### config.mk
export PLATFORM = sky130hd
export DESIGN_NAME = ps2_receiver
export DESIGN_NICKNAME = d
export VERILOG_FILES = /design/src/rtl/ps2_pkg.sv /design/src/rtl/ps2_line_filter.sv /design/src/rtl/ps2_receiver.sv
export SDC_FILE = /design/constraint.sdc
export NUM_CORES = 1
export LEC_CHECK = 0
export ABC_CLOCK_PERIOD_IN_PS = 2700
export BUFFER_PORTS_ARGS = -buffer_cell sky130_fd_sc_hd__buf_4
export CAP_MARGIN = 20
export CORE_ASPECT_RATIO = 0.9
export CORE_UTILIZATION = 49
export CTS_CLUSTER_DIAMETER = 200
export CTS_CLUSTER_SIZE = 40
export DETAILED_ROUTE_END_ITERATION = 8
export GPL_TIMING_DRIVEN = 1
export PLACE_DENSITY = 0.67
export SLEW_MARGIN = 40
export SYNTH_ARGS = -nofsm -noshare
export SYNTH_HDL_FRONTEND = slang
export SYNTH_SLANG_ARGS = --single-unit
### constraint.sdc
create_clock -name i_clk -period 2.7 [get_ports i_clk]
set_input_delay 0.54 -clock i_clk [delete_from_list [all_inputs] [get_ports i_clk]]
set_output_delay 0.54 -clock i_clk [all_outputs]
set_load 0.02 [all_outputs]
### src/rtl/ps2_pkg.sv
// ps2_pkg
// Shared definitions for the PS/2 receive path: receiver FSM state encoding,
// frame geometry, odd-parity helper, and the scan-code prefixes that the
// downstream scan-code interpreter keys on.
package ps2_pkg;

  typedef enum logic [1:0] {
    ST_IDLE   = 2'd0,
    ST_DATA   = 2'd1,
    ST_PARITY = 2'd2,
    ST_STOP   = 2'd3
  } ps2_state_t;

  // start + 8 data + parity + stop
  localparam int PS2_FRAME_BITS = 11;

  localparam logic [7:0] SC_EXTEND = 8'hE0;
  localparam logic [7:0] SC_BREAK  = 8'hF0;

  // Parity bit a device must send so that data plus parity has an odd
  // number of ones.
  function automatic logic odd_parity(input logic [7:0] data);
    return ~(^data);
  endfunction

endpackage

### src/rtl/ps2_line_filter.sv
// ps2_line_filter
// Two-flop synchronizer followed by a majority-free glitch filter and a
// falling-edge detector for one raw PS/2 line.
//
// Ports:
//   i_clk    system clock
//   i_rst_n  asynchronous active-low reset
//   i_line   raw asynchronous pin
//   o_level  filtered level, resets to 1
//   o_fall   one-cycle pulse on each 1->0 transition of o_level
module ps2_line_filter #(
  parameter int FILTER_LEN = 8
) (
  input  logic i_clk,
  input  logic i_rst_n,
  input  logic i_line,
  output logic o_level,
  output logic o_fall
);

  logic [1:0]            sync_q;
  logic [FILTER_LEN-1:0] hist_q;
  logic                  all_low;
  logic                  all_high;

  // The level only moves once the whole history window agrees, so any
  // excursion shorter than FILTER_LEN samples is ignored.
  assign all_low  = (hist_q == '0);
  assign all_high = (&hist_q);

  always_ff @(posedge i_clk or negedge i_rst_n) begin
    if (!i_rst_n) begin
      sync_q  <= 2'b11;
      hist_q  <= '1;
      o_level <= 1'b1;
      o_fall  <= 1'b0;
    end else begin
      sync_q <= {sync_q[0], i_line};
      hist_q <= {hist_q[FILTER_LEN-2:0], sync_q[1]};
      if (all_low) begin
        o_level <= 1'b0;
      end else if (all_high) begin
        o_level <= 1'b1;
      end
      // Registered alongside the level change so the pulse lines up with
      // the first cycle o_level reads 0.
      o_fall <= o_level & all_low;
    end
  end

endmodule

### src/rtl/ps2_receiver.sv
// ps2_receiver
// PS/2 device-to-host frame receiver. Conditions the raw clock/data pins,
// deserializes 11-bit frames (start, 8 data LSB first, odd parity, stop) and
// presents each good byte with a one-cycle strobe.
//
// Ports:
//   i_clk       system clock (50 MHz nominal)
//   i_rst_n     asynchronous active-low reset
//   i_ps2_clk   raw PS/2 clock pin
//   i_ps2_data  raw PS/2 data pin
//   o_data      last good byte, held between frames
//   o_valid     one-cycle pulse when o_data was just updated
//   o_err       one-cycle pulse on parity, stop-bit or timeout error
//   o_busy      high while a frame is in progress
//
// state  | meaning
// IDLE   | waiting for a start bit (fall with data low)
// DATA   | shifting in 8 data bits, LSB first
// PARITY | capturing the parity bit
// STOP   | checking parity and stop bit, then strobe valid or err
module ps2_receiver
  import ps2_pkg::*;
#(
  parameter int FILTER_LEN     = 8,
  parameter int TIMEOUT_CYCLES = 100000
) (
  input  logic       i_clk,
  input  logic       i_rst_n,
  input  logic       i_ps2_clk,
  input  logic       i_ps2_data,
  output logic [7:0] o_data,
  output logic       o_valid,
  output logic       o_err,
  output logic       o_busy
);

  localparam int TW        = $clog2(TIMEOUT_CYCLES + 1);
  localparam int DATA_BITS = PS2_FRAME_BITS - 3;

  ps2_state_t  state_q, state_d;
  logic [7:0]  shift_q, shift_d;
  logic [2:0]  cnt_q, cnt_d;
  logic        par_q, par_d;
  logic [TW-1:0] tcnt_q, tcnt_d;
  logic [7:0]  data_d;
  logic        valid_d, err_d, busy_d;

  logic [1:0]  data_sync_q;
  logic        data_s;
  logic        fclk;
  logic        fall;
  logic        timeout;

  ps2_line_filter #(
    .FILTER_LEN (FILTER_LEN)
  ) u_clk_filter (
    .i_clk   (i_clk),
    .i_rst_n (i_rst_n),
    .i_line  (i_ps2_clk),
    .o_level (fclk),
    .o_fall  (fall)
  );

  // Data needs no filtering: it is only looked at in the fall cycle, long
  // after the device has settled it during the clock-high phase.
  always_ff @(posedge i_clk or negedge i_rst_n) begin
    if (!i_rst_n) begin
      data_sync_q <= 2'b11;
    end else begin
      data_sync_q <= {data_sync_q[0], i_ps2_data};
    end
  end

  assign data_s  = data_sync_q[1];
  assign timeout = (state_q != ST_IDLE) && (tcnt_q >= TW'(TIMEOUT_CYCLES));

  always_ff @(posedge i_clk or negedge i_rst_n) begin
    if (!i_rst_n) begin
      state_q <= ST_IDLE;
      shift_q <= 8'h00;
      cnt_q   <= 3'd0;
      par_q   <= 1'b0;
      tcnt_q  <= '0;
      o_data  <= 8'h00;
      o_valid <= 1'b0;
      o_err   <= 1'b0;
      o_busy  <= 1'b0;
    end else begin
      state_q <= state_d;
      shift_q <= shift_d;
      cnt_q   <= cnt_d;
      par_q   <= par_d;
      tcnt_q  <= tcnt_d;
      o_data  <= data_d;
      o_valid <= valid_d;
      o_err   <= err_d;
      o_busy  <= busy_d;
    end
  end

  always_comb begin
    state_d = state_q;
    shift_d = shift_q;
    cnt_d   = cnt_q;
    par_d   = par_q;
    data_d  = o_data;
    valid_d = 1'b0;
    err_d   = 1'b0;

    if ((state_q == ST_IDLE) || fall) begin
      tcnt_d = '0;
    end else begin
      tcnt_d = tcnt_q + TW'(1);
    end

    unique case (state_q)
      ST_IDLE: begin
        if (fall && !data_s) begin
          shift_d = 8'h00;
          cnt_d   = 3'd0;
          state_d = ST_DATA;
        end
      end
      ST_DATA: begin
        if (fall) begin
          shift_d = {data_s, shift_q[7:1]};
          cnt_d   = cnt_q + 3'd1;
          if (cnt_q == 3'(DATA_BITS - 1)) begin
            state_d = ST_PARITY;
          end
        end
      end
      ST_PARITY: begin
        if (fall) begin
          par_d   = data_s;
          state_d = ST_STOP;
        end
      end
      ST_STOP: begin
        if (fall) begin
          if ((par_q == odd_parity(shift_q)) && data_s) begin
            data_d  = shift_q;
            valid_d = 1'b1;
          end else begin
            err_d = 1'b1;
          end
          state_d = ST_IDLE;
        end
      end
      default: state_d = ST_IDLE;
    endcase

    // A bit arriving in the same cycle as the timeout is still accepted.
    if (timeout && !fall) begin
      state_d = ST_IDLE;
      err_d   = 1'b1;
      valid_d = 1'b0;
    end

    busy_d = (state_d != ST_IDLE);
  end

endmodule

# Word level (Yosys, flattened, before mapping)
# Index checks and enable logic that the tools add are counted.
[classes]
n_reduce_logical = 18
n_lt_le_gt_ge = 1
add_sub_neg = 2
eq_ne = 7
n_mux = 24
n_bitwise = 2
[op_table]
columns = ["operator", "n"]
rows = [
  ["$add A17 B1 Y17 const B", 1],
  ["$ge A17 B17 Y1 const B", 1],
  ["$mux W17", 1],
  ["$mux W8", 2],
  ["$pmux W8 S2", 1],
  ["$mux W2", 6],
  ["$mux W1", 10],
  ["$logic_not A8 Y1", 1],
  ["$pmux W2 S4", 1],
  ["$reduce_and A8 Y1", 1],
  ["$reduce_bool A2 Y1", 4],
  ["$reduce_xor A8 Y1", 1],
  ["$mux W3", 2],
  ["$pmux W3 S2", 1],
  ["$reduce_and A3 Y1", 2],
  ["$eq A2 B2 Y1 const B", 2],
  ["$logic_and A1 B1 Y1", 4],
  ["$ne A2 B1 Y1 const B", 2],
  ["$add A3 B1 Y3 const B", 1],
  ["$eq A3 B3 Y1 const B", 1],
  ["$eq A2 B1 Y1 const B", 1],
  ["$logic_not A1 Y1", 2],
  ["$logic_not A2 Y1", 1],
  ["$reduce_and A2 Y1", 1],
  ["4 further kinds", 4],
]
[word_totals]
reg_bits = 56
inputBits = 4
elab_cells = 68
output_inout_bits = 11

# Logic depth before layout (Yosys ltp)
[logic_depth]
depth_word = 8
depth_mapped = 6
mapped_depth_nobuf = 6

# Modules after synthesis
# Synthesis repeated with hierarchy kept, for this count alone.
[unflattened]
hier_cells = 191
hier_area_um2 = 2326.0
[modules_own_cells]
columns = ["mod", "cells_per_inst", "area_per_inst_um2", "n_inst"]
rows = [
  ["ps2_receiver", 170, 1951.9, 1],
  ["ps2_line_filter", 21, 374.1, 1],
]

# Worst setup path after synthesis
# OpenSTA, ideal clock, no wires.
[synth_timing]
path_kind = "reg2reg"
start = "register shift_q[4]"
end = "register o_data[7]"
t_arrival_ns = 1.630
path_stages_with_launch = 6
setup_ns = 0.125
synth_period_minus_slack_ns = 1.755
t_required_ns = 2.575
path_slack_ns = 0.945
n_path_buf = 0
path_cell_list = "dfrtp_1 > xnor2_1 > xnor3_1 > xnor2_2 > nand3_4 > mux2_4"
[synth_between]
elab_chain_cells = 5
[synth_lines]
columns = ["element", "line_no", "source"]
rows = [
  ["from (decl)", "ps2_receiver.sv:41", "logic [7:0] shift_q, shift_d;"],
  ["from (signal assigned)", "ps2_receiver.sv:90", "shift_q <= shift_d;"],
  ["$reduce_xor A8 Y1", "ps2_pkg.sv:23", "return ~(^data);"],
  ["$not A1 Y1", "ps2_pkg.sv:23", ""],
  ["$eq A1 B1 Y1", "ps2_receiver.sv:141", "if ((par_q == odd_parity(shift_q)) && data_s) begin"],
  ["$logic_and A1 B1 Y1", "ps2_receiver.sv:141", ""],
  ["$reduce_and A3 Y1 (no source line)", "--", ""],
  ["to (signal assigned)", "ps2_receiver.sv:94", "o_data <= data_d;"],
  ["to (decl)", "ps2_receiver.sv:31", "output logic [7:0] o_data,"],
]
# No other way between the ends.
# A chain may end at the register's enable or synchronous reset.

# Worst setup path after layout
[layout_timing]
start = "register shift_q[0]"
end = "register o_data[7]"
# Same word-level chain as after synthesis.

==> metrics.csv <==
metric;value;unit
status;completed;
grt_pass1_vias;1351;
ios;15;
die_w;74.98;um
finalNonFillerCells;270;
crit_family;XOR/XNOR gates;
relSlewSlack;48.03;%
required;2.92;ns
grt_pass1_wl;6361;um
overflow;0;
nFillCells;397;
period_share;69.87;%
cts.sinks;56;
clk_pin_slew_worst_paths;0.11;ns
die_h;67.68;um
worstPathArrival;2.10;ns
rrSetupSlack;0.81;ns
hold_ws;0.2483;ns
layout-drive-gt1-share;24.52;%
fin_crit;1.887;ns
antenna_found_initial;0;
tns;0;ns
grt_max_degree;57;
worst-path-stages;5;
hp-class;in2async;
gp_congestion;0.7538;
ys_seq_area_share;60.36;%
fmax;530.1;MHz
max-vdd-ir-drop;391.2;uV
dieArea;5074;um2
hold_viol;0;
final_cell_mix;dfrtp_1 (43), nor2_1 (21), buf_4 (14);
clock_path_buffers;2;
core;4518;um2
path_buf_inv;0;
startpoint;shift_q[0]$_DFFE_PN0P_;
area_growth;11.35;%
cts_tree;done;
post_cts_buffers;0;
r2r-end;o_data[7]$_DFFE_PN0P_;
drc;0;
start_kind;flip-flop;
final_nets;215;
crit_end;o_data[7]$_DFFE_PN0P_;
crit_path_top_delay_cell;dfrtp_1;
clock-root-buffer;clkbuf_8;
final_util;57.88;%
dp_cells;262;
setup_viol;0;
path_class;reg2reg;
cts_inserted_buffers;5;
fin_skew;0.01662;ns
io_buffers;14;
synthesis.nets;200;
wl;3913;um
cts_max_level;2;
worstPathMaxFanout;9;
p_leak;1.188;nW
via_count;1431;
timing.rr.start;shift_q[0]$_DFFE_PN0P_;
worstSetupEndpointType;flip-flop;
start_util;51.98;%
max_cap_viol_count;0;
worstPathCellList;xnor2_1 > xnor3_1 > xnor2_2 > nand3_4 > mux2_4;
tightest_slew;0.7767;ns
synth_area;2349;um2
drtIter0Drc;75;
rsz0062_at_grt;no;
yosys_register_bits;56;
yosysUniqueCellTypes;37;
grt_usage;17.29;%
slew_violations;0;
syn_inst;192;
avgSynthCellArea;12.23;um2
clock_latency;0.32;ns
antenna_cells;0;
routed_via_density;5.300;
drtPass1Iterations;4;
p_per_area;554.5;nW/um2
r2r_cells;5;
cts-resized-gates;0;
rows;23;
yosys_warnings;0;
hold_buffers;0;
postRouteAntennaNets;0;
wl_per_cell;14.49;um
cpPeakStageDelay;0.44;ns
layout_commonest_cell;dfrtp_1;
hpwl;2665;um
-- kinds of logic (layout without fill, tap and decap cells) --
group / count (synthesis) / in the layout / share of synthesized area, %
compound gates: 26 / 26 / 7.725
mux: 10 / 10 / 4.955
buf+inv: 14 / 30 / 2.610
fa+ha+maj: 4 / 4 / 2.131
flops: 56 / 56 / 60.36
simple gates: 64 / 64 / 14.60
xor+xnor: 18 / 18 / 7.618
-- flip-flops by register name, indices dropped and copies added (netlist names) --
register and count:
cnt_q 3, data_sync_q 2, o_busy 1, o_data 8, o_err 1, o_valid 1
par_q 1, shift_q 8, state_q 2, tcnt_q 17, u_clk_filter.hist_q 8, u_clk_filter.o_fall 1
u_clk_filter.o_level 1, u_clk_filter.sync_q 2
-- synth_stat cells --
cell type | instances | area share, %
buf_6 | 1 | 0.48
nand2b_1 | 3 | 0.80
nor3_1 | 5 | 1.1
and3_2 | 1 | 0.32
nand3b_1 | 1 | 0.32
nor4_4 | 1 | 0.91
xor2_1 | 5 | 1.9
clkbuf_1 | 4 | 0.64
or3_1 | 5 | 1.3
o21a_1 | 1 | 0.32
xnor3_1 | 1 | 0.96
ha_1 | 4 | 2.1
nor4_1 | 3 | 0.80
and2_1 | 1 | 0.27
a22o_1 | 9 | 3.4
xnor2_1 | 11 | 4.1
o21ai_0 | 5 | 1.1
nand2_1 | 9 | 1.4
o21bai_1 | 1 | 0.32
inv_1 | 8 | 1.3
dfstp_2 | 13 | 15
nor3b_1 | 1 | 0.32
nand3_4 | 1 | 0.75
mux2_2 | 9 | 4.3
a211oi_1 | 2 | 0.64
a22o_2 | 1 | 0.43
dfrtp_1 | 43 | 46
nand3_1 | 5 | 1.1
buf_2 | 1 | 0.21
xnor2_2 | 1 | 0.69
a21o_1 | 1 | 0.32
nor2_1 | 21 | 3.4
or2_2 | 1 | 0.27
and3_1 | 2 | 0.53
mux2_4 | 1 | 0.64
nand4_1 | 4 | 1.1
a21oi_1 | 6 | 1.3
-- routing by layer --
metal	wire length, um	global-route usage (%)	vias to the layer above
met5	0	0	-
met4	44	5.660	0
met3	102	4.925	6
met2	1857	26.58	14
met1	1908	23.62	720
li1	-	-	691
-- worst min-delay path by stage --
stage	end	slack, ns	depth (start not counted)
final	shift_q[3]$_DFFE_PN0P_	0.25	1
after floorplan	cnt_q[0]$_DFFE_PN0P_	0.24	0
after detailed placement	u_clk_filter.sync_q[1]$_DFF_PN1_	0.35	0
after global routing	shift_q[3]$_DFFE_PN0P_	0.30	1
after CTS	shift_q[3]$_DFFE_PN0P_	0.27	1
after global placement	data_sync_q[1]$_DFF_PN1_	0.35	0
-- worst reg2reg max path, delay by kind of cell, from the launching register on --
kind,cells,cell delay [ns]
XOR/XNOR,3,0.84
flip-flops,1,0.44
multiplexers,1,0.33
AND/OR/NAND/NOR,1,0.18
-- stage by stage --
stage / setup slack, ns / power (mW) / area (um2)
CTS: 0.8133 / 1.468 / 2615
detailed placement: 0.8237 / 0.9082 / 2500
global placement: 0.8558 / 0.9060 / 2500
global route: 0.7231 / 1.508 / 2615
floorplan: 0.9450 / 0.8855 / 2349
finish: 0.8134 / 1.450 / 2615
-- cell type report --
class,instances,area (um2),share of cell area [%]
multi-input combinational,122,869.6,33.25
tap,62,77.57,2.967
timing repair buffer,14,105.1,4.019
sequential,56,1418,54.21
clock buffer,5,68.82,2.632
clock inverter,3,46.29,1.770
inverter,8,30.03,1.148
-- power by group --
group	internal [mW]	total (mW)	switching [mW]	leakage [nW]
logic	0.00606	0.0253	0.0192	0.395
registers	0.858	0.866	0.00808	0.738
clock network	0.280	0.559	0.279	0.0548
total	1.14	1.45	0.306	1.19
Power figures use the tool's default switching activity.
